$ cat src/rtl/if_fetch_unit_if.sv
// Fetch-unit bundle: EX redirect, ID handshake, instruction-memory port and IF/ID outputs.
// The master modport is the fetch unit; the slave modport is its environment.
interface if_fetch_unit_if;
    logic        redirect_valid;
    logic [31:0] redirect_pc;
    logic        if_ready;
    logic        imem_rvalid;
    logic [31:0] imem_rdata;
    logic        imem_req;
    logic [31:0] imem_addr;
    logic        if_valid;
    logic [31:0] PC_IF;
    logic [31:0] NPC_IF;
    logic [31:0] inst_if;
    logic        fetch_stall;

    modport master (
        input  redirect_valid, redirect_pc, if_ready, imem_rvalid, imem_rdata,
        output imem_req, imem_addr, if_valid, PC_IF, NPC_IF, inst_if, fetch_stall
    );

    modport slave (
        output redirect_valid, redirect_pc, if_ready, imem_rvalid, imem_rdata,
        input  imem_req, imem_addr, if_valid, PC_IF, NPC_IF, inst_if, fetch_stall
    );
endinterface

$ cat src/rtl/if_fetch_unit.sv
// Instruction-fetch front end: one outstanding imem read, single output slot toward ID,
// EX redirects re-steer fetch and discard any stale in-flight response.
module if_fetch_unit #(
    parameter logic [31:0] RESET_PC = 32'h0000_0000
) (
    input  logic            clk,
    input  logic            rst_n,
    if_fetch_unit_if.master fetch_io
);
    // State encoding is {outstanding, drop}.
    typedef enum logic [1:0] {
        IDLE = 2'b00,
        WAIT = 2'b10,
        DROP = 2'b11
    } state_e;

    state_e      state_q, state_d;
    logic [31:0] fetch_pc_q, fetch_pc_d;
    logic [31:0] req_pc_q, req_pc_d;
    logic        slot_valid_q, slot_valid_d;
    logic [31:0] pc_q, pc_d;
    logic [31:0] npc_q, npc_d;
    logic [31:0] inst_q, inst_d;

    logic issue;
    logic transfer;
    logic fill;

    // A new request may only go out when the slot is empty or emptying this edge.
    assign issue = rst_n & ~fetch_io.redirect_valid & (state_q == IDLE)
                 & (~slot_valid_q | fetch_io.if_ready);
    assign transfer = slot_valid_q & fetch_io.if_ready;
    assign fill     = (state_q == WAIT) & fetch_io.imem_rvalid & ~fetch_io.redirect_valid;

    always_comb begin
        // NOTE: every next-state value is defaulted first, so no branch can infer a latch.
        state_d      = state_q;
        fetch_pc_d   = fetch_pc_q;
        req_pc_d     = req_pc_q;
        slot_valid_d = slot_valid_q;
        pc_d         = pc_q;
        npc_d        = npc_q;
        inst_d       = inst_q;

        unique case (state_q)
            IDLE: if (issue) state_d = WAIT;
            WAIT: begin
                if (fetch_io.imem_rvalid)         state_d = IDLE;
                else if (fetch_io.redirect_valid) state_d = DROP;
            end
            DROP: if (fetch_io.imem_rvalid) state_d = IDLE;
            default: state_d = IDLE;
        endcase

        if (fetch_io.redirect_valid) begin
            fetch_pc_d = fetch_io.redirect_pc & ~32'h0000_0003;
        end else if (issue) begin
            fetch_pc_d = fetch_pc_q + 32'd4;
        end

        if (issue) req_pc_d = fetch_pc_q;

        // Empty slot is all zeros so it doubles as the IF/ID flush encoding.
        if (fetch_io.redirect_valid || (transfer && !fill)) begin
            slot_valid_d = 1'b0;
            pc_d         = '0;
            npc_d        = '0;
            inst_d       = '0;
        end else if (fill) begin
            slot_valid_d = 1'b1;
            pc_d         = req_pc_q;
            npc_d        = req_pc_q + 32'd4;
            inst_d       = fetch_io.imem_rdata;
        end
    end

    // NOTE: state registers use non-blocking assignments so every flop samples pre-edge values.
    always_ff @(posedge clk or negedge rst_n) begin
        if (!rst_n) begin
            state_q      <= IDLE;
            fetch_pc_q   <= RESET_PC;
            req_pc_q     <= '0;
            slot_valid_q <= 1'b0;
            pc_q         <= '0;
            npc_q        <= '0;
            inst_q       <= '0;
        end else begin
            state_q      <= state_d;
            fetch_pc_q   <= fetch_pc_d;
            req_pc_q     <= req_pc_d;
            slot_valid_q <= slot_valid_d;
            pc_q         <= pc_d;
            npc_q        <= npc_d;
            inst_q       <= inst_d;
        end
    end

    assign fetch_io.imem_req    = issue;
    assign fetch_io.imem_addr   = fetch_pc_q;
    assign fetch_io.if_valid    = slot_valid_q;
    assign fetch_io.PC_IF       = pc_q;
    assign fetch_io.NPC_IF      = npc_q;
    assign fetch_io.inst_if     = inst_q;
    assign fetch_io.fetch_stall = ~slot_valid_q;
endmodule
$ cat src/flat_wrapper.sv
// flat-port wrapper written by rule: the top's interface ports become plain ports
module if_fetch_unit_flat 
#(
    parameter logic [31:0] RESET_PC = 32'h0000_0000
)
  (clk, rst_n, fetch_io_redirect_valid, fetch_io_redirect_pc, fetch_io_if_ready, fetch_io_imem_rvalid, fetch_io_imem_rdata, fetch_io_imem_req, fetch_io_imem_addr, fetch_io_if_valid, fetch_io_PC_IF, fetch_io_NPC_IF, fetch_io_inst_if, fetch_io_fetch_stall);
  if_fetch_unit_if fetch_io_i ();
  input  logic clk;
  input  logic rst_n;
  input wire logic [$bits(fetch_io_i.redirect_valid)-1:0] fetch_io_redirect_valid;
  input wire logic [$bits(fetch_io_i.redirect_pc)-1:0] fetch_io_redirect_pc;
  input wire logic [$bits(fetch_io_i.if_ready)-1:0] fetch_io_if_ready;
  input wire logic [$bits(fetch_io_i.imem_rvalid)-1:0] fetch_io_imem_rvalid;
  input wire logic [$bits(fetch_io_i.imem_rdata)-1:0] fetch_io_imem_rdata;
  output wire logic [$bits(fetch_io_i.imem_req)-1:0] fetch_io_imem_req;
  output wire logic [$bits(fetch_io_i.imem_addr)-1:0] fetch_io_imem_addr;
  output wire logic [$bits(fetch_io_i.if_valid)-1:0] fetch_io_if_valid;
  output wire logic [$bits(fetch_io_i.PC_IF)-1:0] fetch_io_PC_IF;
  output wire logic [$bits(fetch_io_i.NPC_IF)-1:0] fetch_io_NPC_IF;
  output wire logic [$bits(fetch_io_i.inst_if)-1:0] fetch_io_inst_if;
  output wire logic [$bits(fetch_io_i.fetch_stall)-1:0] fetch_io_fetch_stall;
  assign fetch_io_i.redirect_valid = fetch_io_redirect_valid;
  assign fetch_io_i.redirect_pc = fetch_io_redirect_pc;
  assign fetch_io_i.if_ready = fetch_io_if_ready;
  assign fetch_io_i.imem_rvalid = fetch_io_imem_rvalid;
  assign fetch_io_i.imem_rdata = fetch_io_imem_rdata;
  assign fetch_io_imem_req = fetch_io_i.imem_req;
  assign fetch_io_imem_addr = fetch_io_i.imem_addr;
  assign fetch_io_if_valid = fetch_io_i.if_valid;
  assign fetch_io_PC_IF = fetch_io_i.PC_IF;
  assign fetch_io_NPC_IF = fetch_io_i.NPC_IF;
  assign fetch_io_inst_if = fetch_io_i.inst_if;
  assign fetch_io_fetch_stall = fetch_io_i.fetch_stall;
  if_fetch_unit #(.RESET_PC(RESET_PC)) u_core (.clk(clk), .rst_n(rst_n), .fetch_io(fetch_io_i));
endmodule
$ cat config.mk
export PLATFORM = sky130hd
export DESIGN_NAME = if_fetch_unit_flat
export DESIGN_NICKNAME = d
export VERILOG_FILES = /design/src/rtl/if_fetch_unit_if.sv /design/src/rtl/if_fetch_unit.sv /design/src/flat_wrapper.sv
export SDC_FILE = /design/constraint.sdc
export NUM_CORES = 1
export LEC_CHECK = 0
export BUFFER_PORTS_ARGS = -buffer_cell sky130_fd_sc_hd__buf_2
export CAP_MARGIN = 10
export CORE_MARGIN = 5
export CORE_UTILIZATION = 52
export CTS_CLUSTER_DIAMETER = 40
export CTS_CLUSTER_SIZE = 30
export DETAILED_ROUTE_END_ITERATION = 10
export PLACE_DENSITY_LB_ADDON = 0.05
export SLEW_MARGIN = 40
export SYNTH_ARGS = -nofsm -noshare
export SYNTH_HDL_FRONTEND = slang
export SYNTH_SLANG_ARGS = --single-unit
$ cat constraint.sdc
create_clock -name clk -period 2.5 [get_ports clk]
set_clock_uncertainty 0.15 [all_clocks]
set_input_delay 0.25 -clock clk [delete_from_list [all_inputs] [get_ports clk]]
set_output_delay 0.25 -clock clk [all_outputs]
set_load 0.05 [all_outputs]
==> out/summary.txt, run 1 <==
Final setup viols - 0
IO Count - 200
Yosys warning count - 0
Post-Route Utilization - 70.9%
Multi-input logic area - 2860 sq um
Post-synth cell types - 54
Fmax - 0.425 GHz
Fin area - 9380 sq um
Most common cell in the netlist - dfrtp_1
Psw - 2.36 mW
Worst Reg-to-Reg Cells - 7
Startpoint types - primary input
Placed instance area - 8160 sq um
Hold Path Depth - 5
Ant. Diodes - 0
First-pass iteration count of the detailed router - 5
Hold EP - u_core.req_pc_q[27]$_DFFE_PN0P_
Hold Fails Final Rpt - 0
Final wirelength - 19800 um
Port bufs - 195
Nature of the critical path endpoint - output port
Global-route wire length before repair - 32300 um
Kind of critical path - primary input to output port
WL/cell - 17.5 um
CTS root buffer - clkbuf_16
Metal3 WL - 1440 um
P_int - 4.68 mW
Final Non-Filler Cells - 1129
Mapped Cells - 697
Mapped Area - 7040 sq um
Routability Congestion - 0.822
Pwr Density - 750 nW/um^2
Worst hold slack - 0.236 ns
Share of post-route cells with drive strength above 1 - 27.1%
Setup TNS - 0 ns
RSZ-0062 raised after global routing - false
Worst Path Max Fanout - 12
Sw frac - 33.5%
Setup bufs post-CTS - 0
Core area - 13200 sq um
Clk buf depth - 2
Outcome - finished clean
DP HPWL - 13000 um
Worst slew pin tran - 0.688 ns
M1 WL - 8690 um
Full die area - 16000 sq um
Top FF cell, synth - dfrtp_1
Tcrit/Tclk final - 94.2%
Synth area leader - dfrtp_1
Most frequent cells after synthesis - dfrtp_1, nand2_1, a22o_1
FILL cells - 1028
Sequential-to-total area share from yosys stat - 55.5%
VDD IR-drop max - 0.477 mV
Flops & latches, synth - 156
R2R Path End - u_core.fetch_io.imem_addr[24]$_DFFE_PN0P_
Via count - 6301
Reg2reg start - u_core.fetch_io.imem_addr[2]$_DFFE_PN0P_
Die W - 126 um
Relative max-transition margin - 54.1%
WP data arrival - 1.95 ns
Placed cells - 1032
Comb power frac - 21.8%
Routed Antenna Nets - 0
Clk sinks - 156
Total GRT Usage - 25.0%
Die Y - 126 um
Met2 routed wirelength - 9360 um
CTS buffer count - 17
Final Max Slew Viols - 0
CTS tree - yes
Vias per cell - 5.58
Starting Density - 53.1%
Area grow syn2layout - 33.4%
Largest cells by area after synthesis - dfrtp_1, nand2_1, a22o_1
Post-synth EDFFs - 0
Final net count - 1013
Period minus WS final - 2.35 ns
Hold crit path type - primary input to flip-flop
Reg2Reg Setup Slack - 0.29 ns
Largest net degree at the start of global routing - 157
Clock share of power - 33.2%
Req. time, crit path - 2.10 ns
Uppermost routed layer - met4
GRT overflow - 0
Syn_area_per_cell - 10.1 sq um
Antenna violations before repair - 0
H-tree depth - 4
Static leakage power - 4.62 nW
Seq pwr share - 45.0%
Clock Latency Late Sink - 0.42 ns
Number of global-route vias before repair - 6301
Clk slew on worst S/H paths - 0.06 ns
Synth async-reset ratio - 100%
Setup ws final - 0.146 ns
Min-delay src - fetch_io_redirect_valid
Max Cap Viol - 0
Total Power - 7.04 mW
Top-area cell type share of the netlist area - 55.5%
Drt drc - 0
Reg area - 3900 sq um
DRT iter0 DRCs - 469
Placement Setup Slack - 0.0718 ns
Row count - 42
power by group through the flow:
| stage | logic, mW | registers, mW | clock network [mW] |
|---|---|---|---|
| 2_1_floorplan | 0.556 | 3.58 | 0 |
| 3_3_place_gp | 1.41 | 3.18 | 0 |
| 3_5_place_dp | 1.44 | 3.20 | 0 |
| 4_1_cts | 1.53 | 3.15 | 2.39 |
| 5_1_grt | 1.65 | 3.21 | 2.50 |
| 6_report | 1.53 | 3.17 | 2.34 |
state kept, by name, summed over array words and instances, names as in the netlist:
signal                     count
u_core.state_q                 2
u_core.req_pc_q               30
u_core.fetch_io.if_valid       1
u_core.fetch_io.NPC_IF        31
u_core.fetch_io.PC_IF         30
u_core.fetch_io.imem_addr     30
u_core.fetch_io.inst_if       32
how the worst max path moves through the flow:
stage | startpoint | endpoint
final | rst_n | fetch_io_imem_req
after global routing | u_core.fetch_io.imem_addr[2]$_DFFE_PN0P_ | u_core.fetch_io.imem_addr[24]$_DFFE_PN0P_
after CTS | rst_n | fetch_io_imem_req
after detailed placement | u_core.state_q[1]$_DFFE_PN0P_ | u_core.fetch_io.imem_addr[5]$_DFFE_PN0P_
after global placement | u_core.state_q[1]$_DFFE_PN0P_ | u_core.fetch_io.imem_addr[5]$_DFFE_PN0P_
after floorplan | u_core.fetch_io.imem_addr[2]$_DFFE_PN0P_ | u_core.fetch_io.imem_addr[26]$_DFFE_PN0P_
cell type report:
| cell class | instances | share of cell area [%] |
|---|---|---|
| Sequential cell | 156 | 41.6 |
| Timing Repair inverter | 1 | 0.0667 |
| Multi-Input combinational cell | 480 | 30.5 |
| Inverter | 13 | 0.600 |
| Clock inverter | 9 | 0.773 |
| Clock buffer | 21 | 4.91 |
| Tap cell | 176 | 2.35 |
| Timing Repair Buffer | 273 | 19.2 |
kinds of logic (layout without fill, tap and decap cells):
| family | after synthesis | in the layout | synth area share [%] |
|---|---|---|---|
| xor+xnor | 30 | 30 | 3.73 |
| compound gates | 162 | 162 | 16.0 |
| fa+ha+maj | 2 | 2 | 0.356 |
| simple gates | 283 | 283 | 20.0 |
| other cells | 1 | 2 | 0.0533 |
| mux | 1 | 1 | 0.142 |
| flops | 156 | 156 | 55.5 |
| buf+inv | 62 | 317 | 4.20 |
worst max-delay path: stages:
cell           delay (ns)
dlygate4sd3_1        0.55
buf_6                0.14
nand2b_1             0.07
or4_4                0.58
inv_8                0.15
buf_4                0.21
repair_timing:
item | in CTS | in global routing
hold buffers | 65 | 0
resized for setup | 4 | 0
endpoints found under the hold margin | 221 | 0
setup endpoints to repair | 1 | 0
layout by cell type (no fill, tap or decap), types with 11 or more instances in the layout:
cell / instances
o21ai_0: 52
nand4_1: 11
a22o_1: 57
buf_2: 193
xnor2_1: 27
nand3_1: 29
clkbuf_16: 17
dfrtp_1: 156
nand2_1: 153
nor2b_1: 12
a21oi_1: 11
dlygate4sd3_1: 65
inv_1: 12
nor2_1: 24
per-layer routing:
layer / global-route usage [%] / up-vias
met4: 7.70 / 0
li1: - / 2953
met1: 34.5 / 3053
met2: 40.2 / 267
met3: 5.09 / 28
met5: 0 / -
Note: power is estimated with default switching activity, not from simulation.
==> run 2, diff against run 1 <==
BUFFER_PORTS_ARGS = default   (was -buffer_cell sky130_fd_sc_hd__buf_2)
CORE_UTILIZATION = 55   (was 52)
DONT_BUFFER_PORTS = 1   (was default)
==> out/summary.txt, run 2 (synthesis results as in run 1) <==
Setup ws final - 0.259 ns (+0.114 ns)
Tcrit/Tclk final - 89.6% (-4.6 points)
Starting Density - 56.0% (+2.9 points)
H-tree depth - 4 (unchanged)
Setup TNS - 0 ns (unchanged)
Placed instance area - 7370 sq um (-9.6%)
First-pass iteration count of the detailed router - 5 (unchanged)
Final wirelength - 18800 um (-5.0%)
Vias per cell - 5.88 (+5.3%)
Total Power - 6.98 mW (-0.90%)
Worst slew pin tran - 0.695 ns (+0.00656 ns)
Clock Latency Late Sink - 0.42 ns (about the same)
Final net count - 845 (-17%)
Pwr Density - 805 nW/um^2 (+7.4%)
Final Non-Filler Cells - 959 (-15%)
Largest net degree at the start of global routing - 158 (+0.64%)
DRT iter0 DRCs - 585 (+25%)
Die W - 123 um (-2.5%)
Nature of the critical path endpoint - output port
Clk sinks - 156 (unchanged)
IO Count - 200 (unchanged)
Relative max-transition margin - 53.6% (-0.44 points)
WP data arrival - 1.84 ns (-0.11 ns)
Hold Fails Final Rpt - 156 (+156)
Global-route wire length before repair - 29800 um (-7.7%)
Period minus WS final - 2.24 ns (-0.114 ns)
VDD IR-drop max - 0.431 mV (-9.6%)
Max Cap Viol - 0 (unchanged)
Max incr delay on CP - 0.54 ns (-0.04 ns)
Kind of critical path - flip-flop to output port
Clk buf depth - 2 (unchanged)
Most common cell after layout, fill and taps aside - dfrtp_1
Full die area - 15200 sq um (-5.0%)
WL/cell - 19.6 um (+12%)
Failing checks - hold timing
Routability Congestion - 0.866 (+5.3%)
Worst hold slack - -0.621 ns (-0.857 ns)
Hold-fix buffers, CTS - 66 (+1.5%)
Fmax - 0.446 GHz (+5.1%)
Die Y - 123 um (-2.5%)
Final setup viols - 0 (unchanged)
Routed Antenna Nets - 0 (unchanged)
Area grow syn2layout - 23.1%
Port bufs - 0 (-100%)
Slowest CP cell - or4_4
Total GRT Usage - 25.2% (+0.24 points)
Fin area - 8660 sq um (-7.7%)
CTS tree - yes
Number of global-route vias before repair - 5574 (-12%)
RSZ-0062 raised after global routing - false
Commonest cells after routing, fill and taps aside - dfrtp_1, nand2_1, dlygate4sd3_1
CTS buffer count - 17 (unchanged)
Static leakage power - 3.82 nW (-17%)
Req. time, crit path - 2.10 ns (about the same)
Core area - 12600 sq um (-5.1%)
GRT overflow - 0 (unchanged)
Post-Route Utilization - 68.9% (-2.0 points)
DP HPWL - 12300 um (-5.3%)
Hold crit path type - primary input to async pin
Antenna violations before repair - 0 (unchanged)
Startpoint types - flip-flop
Via count - 5635 (-11%)
Share of post-route cells with drive strength above 1 - 12.0% (-15 points)
CTS root buffer - clkbuf_16
Largest register FFs - 32 (unchanged)
Worst Path Max Fanout - 18 (+6)
Placement Setup Slack - 0.122 ns (+0.0501 ns)
Drt drc - 0 (unchanged)
Clk slew on worst S/H paths - 0.06 ns (about the same)
Placed cells - 860 (-17%)
Final Max Slew Viols - 0 (unchanged)
Outcome - finished, violations left
Row count - 41 (-2.4%)
Crit-path cells - nand2b_1 > or4_4 > clkinv_8 > buf_16
[run 2: cell count changes in the layout (fill, tap and decap cells not counted), moves of 2 or more]
cell        before  now
clkinv_2         7    4
clkbuf_1         2    0
clkinvlp_4       1    6
buf_2          193    0
buf_4            9   35
[run 2: worst paths after layout]
check / from / end / slack [ns] / cells after the start
max: u_core.state_q[1]$_DFFE_PN0P_ / fetch_io_imem_req / 0.26 / 4
min: rst_n / u_core.fetch_io.NPC_IF[25]$_DFFE_PN0P_ / -0.62 / 0
max reg2reg: u_core.fetch_io.imem_addr[2]$_DFFE_PN0P_ / u_core.fetch_io.imem_addr[24]$_DFFE_PN0P_ / 0.34 / 7
min reg2reg: u_core.fetch_io.NPC_IF[1]$_DFFE_PN0P_ / u_core.fetch_io.NPC_IF[1]$_DFFE_PN0P_ / 0.39 / 1
max in group asynchronous: rst_n / u_core.fetch_io.NPC_IF[6]$_DFFE_PN0P_ / 2.63 / 0
min in group clk: fetch_io_if_ready / u_core.fetch_io.NPC_IF[7]$_DFFE_PN0P_ / 0.08 / 3
[run 2: worst max-delay path, delay by kind of cell (launching register included)]
kind | cells | cell delay [ns]
buffers and inverters | 2 | 0.33
flip-flops | 1 | 0.40
AND/OR/NAND/NOR | 2 | 0.68
[run 2: metal layers]
metal	GRT usage (%)	part of all wire, %	wire length, um	vias up
met3	7.78	8.7	1640	19
li1	-	-	-	2613
met4	7.06	1.3	242	0
met5	0	0	0	-
met1	35.3	44	8280	2781
met2	38.4	46	8660	222
[run 2: layout make-up]
class,count,area (sq um)
Antenna cell,1,2.50
Tap cell,172,215
Fill cell,972,3910
Timing Repair Buffer,106,1050
Sequential cell,156,3910
Clock inverter,11,95.1
Clock buffer,20,467
Inverter,13,61.3
Multi-Input combinational cell,480,2860
[run 2: repair_timing]
action / in CTS / in global routing
buffers inserted: 0 / 0
pin swaps: 0 / 0
hold endpoints to repair: 227 / 156
setup endpoints to repair: 1 / 1
cloned: 1 / 0
gates resized for setup: 3 / 2
[run 2: report_power, final]
part	switching, mW	internal [mW]
sequential	0.653	2.79
clock	0.991	1.43
combinational	0.682	0.430
